`src/rtl/dff_mon_pkg.sv`:
```
// Shared types and constants for the DFF response monitor.
package dff_mon_pkg;

  // Run-control states of the monitor.
  typedef enum logic [1:0] {
    IDLE   = 2'd0,
    SETTLE = 2'd1,
    CHECK  = 2'd2,
    DONE   = 2'd3
  } mon_state_e;

  // Default width of every counter and index output.
  localparam int DEF_CNT_W = 16;

  // Width of the settle-delay counter (holds SETTLE_CYC, 1..255).
  localparam int SETTLE_W = 8;

endpackage

```
`src/rtl/sat_counter.sv`:
```
// Up-counter that sticks at all-ones instead of wrapping.
module sat_counter #(
  parameter int W = 16
) (
  input  logic         clk,
  input  logic         rst,
  input  logic         clr,
  input  logic         inc,
  output logic [W-1:0] cnt
);

  // Synchronous reset/clear, then increment unless already saturated.
  always_ff @(posedge clk) begin
    // NOTE: state registers use non-blocking assignments so every flop samples pre-edge values.
    if (rst) begin
      cnt <= '0;
    end else if (clr) begin
      cnt <= '0;
    end else if (inc && (cnt != '1)) begin
      cnt <= cnt + W'(1);
    end
  end

endmodule

```
`src/rtl/dff_response_monitor.sv`:
```
// Response-side checker for an enabled D flip-flop: tracks a one-bit
// reference model from the same D/e stimulus and compares Q/QNOT to it
// every cycle while a run is in CHECK.
module dff_response_monitor
  import dff_mon_pkg::*;
#(
  parameter int CNT_W        = DEF_CNT_W,
  parameter int SETTLE_CYC   = 1,
  parameter int STOP_ON_FAIL = 1
) (
  input  logic             clk,
  input  logic             rst,
  input  logic             D,
  input  logic             e,
  input  logic             Q,
  input  logic             QNOT,
  input  logic             start,
  input  logic             stop,
  output logic             busy,
  output logic             done,
  output logic             pass,
  output logic             fail,
  output logic [CNT_W-1:0] sample_cnt,
  output logic [CNT_W-1:0] mismatch_cnt,
  output logic [CNT_W-1:0] load_cnt,
  output logic [CNT_W-1:0] first_fail_idx
);

  localparam logic [SETTLE_W-1:0] SETTLE_LOAD = SETTLE_W'(SETTLE_CYC);
  localparam logic                HALT_ON_ERR = (STOP_ON_FAIL != 0);

  mon_state_e          state;
  mon_state_e          state_nxt;
  logic [SETTLE_W-1:0] settle_cnt;
  logic                exp_q;
  logic                run_clr;
  logic                in_check;
  logic                q_err;
  logic                c_err;
  logic                mismatch;

  // A new run may only begin from IDLE or DONE; start while busy is ignored.
  assign run_clr  = start && ((state == IDLE) || (state == DONE));
  assign in_check = (state == CHECK);
  // Q was set at the previous edge, as was exp_q, so they line up with no skew.
  assign q_err    = (Q != exp_q);
  assign c_err    = (QNOT != ~Q);
  assign mismatch = in_check && (q_err || c_err);

  // Reference flop: mirrors the DFF under test on every edge, whatever the state.
  always_ff @(posedge clk) begin
    if (rst) begin
      exp_q <= 1'b0;
    end else if (e) begin
      exp_q <= D;
    end
  end

  // State register.
  always_ff @(posedge clk) begin
    if (rst) begin
      state <= IDLE;
    end else begin
      state <= state_nxt;
    end
  end

  // Next-state logic; start beats stop in IDLE/DONE, and a mismatch in the
  // same CHECK cycle as stop is still counted before leaving.
  always_comb begin
    // NOTE: default first so no path through the case leaves state_nxt unassigned (no latch).
    state_nxt = state;
    unique case (state)
      IDLE:   if (start) state_nxt = SETTLE;
      SETTLE: begin
        if (stop) begin
          state_nxt = DONE;
        end else if (settle_cnt <= SETTLE_W'(1)) begin
          state_nxt = CHECK;
        end
      end
      CHECK:  if (stop || (mismatch && HALT_ON_ERR)) state_nxt = DONE;
      DONE:   if (start) state_nxt = SETTLE;
      default: state_nxt = IDLE;
    endcase
  end

  // Settle delay: loaded at run start, counts down while in SETTLE.
  always_ff @(posedge clk) begin
    if (rst) begin
      settle_cnt <= '0;
    end else if (run_clr) begin
      settle_cnt <= SETTLE_LOAD;
    end else if ((state == SETTLE) && (settle_cnt != '0)) begin
      settle_cnt <= settle_cnt - SETTLE_W'(1);
    end
  end

  // Sticky fail flag and index of the first failing compare in this run.
  always_ff @(posedge clk) begin
    if (rst) begin
      fail           <= 1'b0;
      first_fail_idx <= '0;
    end else if (run_clr) begin
      fail           <= 1'b0;
      first_fail_idx <= '0;
    end else if (mismatch && !fail) begin
      fail           <= 1'b1;
      first_fail_idx <= sample_cnt;
    end
  end

  sat_counter #(.W(CNT_W)) u_sample_cnt (
    .clk (clk),
    .rst (rst),
    .clr (run_clr),
    .inc (in_check),
    .cnt (sample_cnt)
  );

  sat_counter #(.W(CNT_W)) u_mismatch_cnt (
    .clk (clk),
    .rst (rst),
    .clr (run_clr),
    .inc (mismatch),
    .cnt (mismatch_cnt)
  );

  sat_counter #(.W(CNT_W)) u_load_cnt (
    .clk (clk),
    .rst (rst),
    .clr (run_clr),
    .inc (in_check && e),
    .cnt (load_cnt)
  );

  // Status decoded straight from registered state and counters.
  assign busy = (state == SETTLE) || (state == CHECK);
  assign done = (state == DONE);
  assign pass = done && (mismatch_cnt == '0) && (sample_cnt != '0);

endmodule

```
`config.mk`:
```
export PLATFORM = sky130hd
export DESIGN_NAME = dff_response_monitor
export DESIGN_NICKNAME = d
export VERILOG_FILES = /design/src/rtl/dff_mon_pkg.sv /design/src/rtl/sat_counter.sv /design/src/rtl/dff_response_monitor.sv
export SDC_FILE = /design/constraint.sdc
export NUM_CORES = 1
export LEC_CHECK = 0
export CAP_MARGIN = 5
export CORE_UTILIZATION = 45
export CTS_BUF_LIST = sky130_fd_sc_hd__clkbuf_2 sky130_fd_sc_hd__clkbuf_4 sky130_fd_sc_hd__clkbuf_8
export DETAILED_ROUTE_END_ITERATION = 6
export PLACE_DENSITY_LB_ADDON = 0.1
export SYNTH_ARGS = -nofsm -noshare
export SYNTH_HDL_FRONTEND = slang
export SYNTH_SLANG_ARGS = --single-unit
```
`constraint.sdc`:
```
create_clock -name clk -period 2.1 [get_ports clk]
set_input_delay 0.525 -clock clk [delete_from_list [all_inputs] [get_ports clk]]
set_output_delay 0.525 -clock clk [all_outputs]
set_load 0.03 [all_outputs]
```
==> reports/metrics.yaml <==
routing:
  routed_wl_mm: 8.87
  num_vias: 3456
  drtIter0Drc: 103
  viasPerCell: 5.40
  drc: 0
  postRouteAntennaNets: 0
  first_pass_iters: 4
  wire_per_inst_um: 13.9
sta:
  hold_viol_final: 0
  drv_slew: 0
  period_needed_ns: 2.13
  rsz0062_at_grt: "yes"
  fin_crit_sh_pct: 101
  setup_viol: 1
  worst_slack_ns: -0.0309
  max_slew_margin_pct: 57.1
  fin_worst_skew_ns: 0.00778
  tightest_slew_ns: 0.642
  fmax_ghz: 0.469
yosys:
  synth_compound_area_share_pct: 11.0
  synth_edf_count: 0
  synth-simple-area-share_pct: 31.6
  synth_top_area_cell: "dfxtp_1"
  syn_area_per_cell_um2: 8.39
  yosys-top-cells-count: "76 x dfxtp_1, 54 x nand2_1, 52 x nor2_1, 32 x a21oi_1, 22 x xnor2_1"
  muxShareOfSynthArea_pct: 0.272
  synth_top_family_by_area: "simple AND/OR/NAND/NOR gates"
  synth-seq-cells: 76
  async_flop_share_pct: 0
  synthAdderAreaFrac_pct: 4.09
  syn_inst: 438
  synth_xor_area_share_pct: 7.87
  netlist.area_leader.share_pct: 41.4
  synthTopCellsByArea: "dfxtp_1 41%, nand2_1 5.5%, nor2_1 5.3%, xnor2_1 5.2%, a21oi_1 4.4%"
  netlist_area_um2: 3670
  ys.flop_type: "dfxtp_1"
  seq_area_frac_synth_pct: 41.4
  yosysMostFrequentCell: "dfxtp_1"
  synth_fp_nets: 458
  yosysWarnings: 0
  ys_types: 53
setup_path:
  critPathTopFamily: "simple AND/OR/NAND/NOR gates"
  critPathCaptureType: "output port"
  crit_required_ns: 1.57
  worstRegToRegCells: 8
  ff2ff_setup_slack_ns: 0.12
  rr_startpoint: "state[0]"
  critPathKind: "flip-flop to output port"
  worst_path_largest_cell_delay_ns: 0.37
  crit_path_start_kind: "flip-flop"
  critPathSlowestCell: "dfxtp_1"
  cp.arrival_ns: 1.61
  cp_num_buf_inv: 1
  crit_fanout: 5
  reg2reg_to: "u_sample_cnt.cnt[14]"
  cp_cell_sequence: "nor4_2 > nand4_1 > a41oi_2 > buf_6"
clock_network:
  tritoncts: "built"
  clockBufferDepth: 2
  clk_pin_slew_ns: 0.08
  clk_latency_ns: 0.35
  cts_sinks: 76
  postCtsHoldBufs: 0
  root_buffer: "clkbuf_8"
  cts_buffers: 9
  htreeDepth: 3
floorplan:
  die_w_um: 92.4
  pin_count: 76
  die_h_um: 92.4
  coreArea_um2: 7810
  num_rows: 32
  start_util_pct: 47.1
  dieArea_um2: 8530
min_path:
  worstHoldStart: "first_fail_idx[4]"
  worst_hold_path.endpoint: "first_fail_idx[4]"
  hold_depth: 2
  hold_class: "flip-flop to flip-flop"
power:
  irDropWorstVdd_v: 0.000621
  seq_power_share_pct: 40.3
  p_per_area_nw_per_um2: 805
  total_power_mw: 4.02
  p_comb_share_pct: 28.9
  internal-power_mw: 2.69
  leakagePower_nw: 1.91
  pwr-share-clk_pct: 30.8
  p_sw_share_pct: 32.9
  p_sw_mw: 1.32
grt:
  grt-ovfl-total: 0
  grt_max_degree: 43
  grt.total_usage_pct: 21.9
  grt_pass1_vias: 3176
  grt_pass1_wl_mm: 14.8
  antenna_found_initial: 0
final_layout:
  n_fill_cell: 700
  finalNetCount: 553
  drive_above_1_share_pct: 13.8
  diodes: 0
  area_growth_pct: 35.8
  stdcell_area_um2: 4990
status:
  violations: "setup timing"
  status: "complete, but fails checks"
place:
  io_buffers: 75
  routabilityCongestion: 0.820
  place_area_um2: 4660
  dpl.hpwl_mm: 6.22
flow_run:
  max_cap_viol_count: 0
==> layout make-up <==
class | count | area (µm²) | share of cell area, %
flip-flops and latches | 76 | 1530 | 30.6
multi-input cells | 330 | 2070 | 41.5
clock inverters | 6 | 88.8 | 1.78
clock buffers | 10 | 131 | 2.63
well taps | 102 | 128 | 2.56
repair buffers | 98 | 977 | 19.6
inverters | 18 | 67.6 | 1.35
==> worst max-delay path by stage <==
stage                     cells after the start                    from            endpoint
final                                         4  u_mismatch_cnt.cnt[15]                pass
after CTS                                     7   u_mismatch_cnt.cnt[0]                pass
after detailed placement                      6                    QNOT   first_fail_idx[8]
after global placement                        6                    QNOT  first_fail_idx[12]
after global routing                          7   u_mismatch_cnt.cnt[0]                pass
after floorplan                               5                state[0]                pass
==> per-layer routing <==
metal	track usage [%]	wire, µm	vias to the layer above
li1	-	-	1737
met1	28.0	4160	1610
met2	35.6	4170	86
met3	3.37	301	23
met4	11.1	246	0
met5	0	0	-
==> power by group through the flow <==
stage / logic (mW) / registers (mW) / clock network (mW)
after floorplan: 0.733 / 1.67 / 0
after global placement: 1.10 / 1.64 / 0
after detailed placement: 1.12 / 1.64 / 0
after CTS: 1.17 / 1.62 / 1.26
after global routing: 1.29 / 1.63 / 1.32
final: 1.16 / 1.62 / 1.24
==> worst reg2reg max path, cell delays in order, from the launching register on <==
cell     delay [ns]
dfxtp_2        0.35
buf_4          0.14
inv_1          0.05
ha_1           0.22
buf_4          0.19
nand3_2        0.12
or2_2          0.32
or4_1          0.40
a21oi_1        0.15
==> through the flow <==
| step | hold WS [ns] | worst slack (ns) | instances | TNS, ns | utilization, % |
|---|---|---|---|---|---|
| finish | 0.454 | -0.0309 | 640 | -0.0309 | 63.9 |
| floorplan | 0.480 | 0.138 | 438 | 0 | - |
| CTS | 0.458 | -0.0653 | 640 | -0.0653 | 63.3 |
| global route | 0.476 | -0.136 | 640 | -0.136 | 63.9 |
| global placement | 0.443 | -0.314 | 621 | -6.21 | 59.7 |
| detailed placement | 0.447 | -0.389 | 621 | -7.77 | 59.7 |
==> flip-flops by register name, indices dropped and copies added, names as in the netlist <==
signal,flops
first_fail_idx,16
u_load_cnt.cnt,16
u_mismatch_cnt.cnt,16
u_sample_cnt.cnt,16
settle_cnt,8
state,2
exp_q,1
fail,1
==> timing repair <==
action                                  4_1_cts  5_1_grt
resized for setup                            18       16
endpoints found under the setup margin        6       29
setup buffers                                 3        0
pin swaps                                     1        1
==> placed cells by master, fill, tap and decap left out, drive strengths merged, types with 12 or more instances in the layout <==
master	count
dfxtp	76
nand4	16
xnor2	22
a21oi	32
nor2	52
ha	12
nand2	54
o21ai	18
nand3	21
inv	18
nor3	16
buf	24
dlymetal6s2s	12
clkdlybuf4s50	58
==> kinds of logic (layout without fill, tap and decap cells) <==
logic type | Yosys count | after routing
simple gates | 217 | 217
flops | 76 | 76
compound gates | 67 | 67
xor+xnor | 33 | 33
buf+inv | 32 | 132
fa+ha+maj | 12 | 12
mux | 1 | 1
Power figures use the tool's default switching activity.
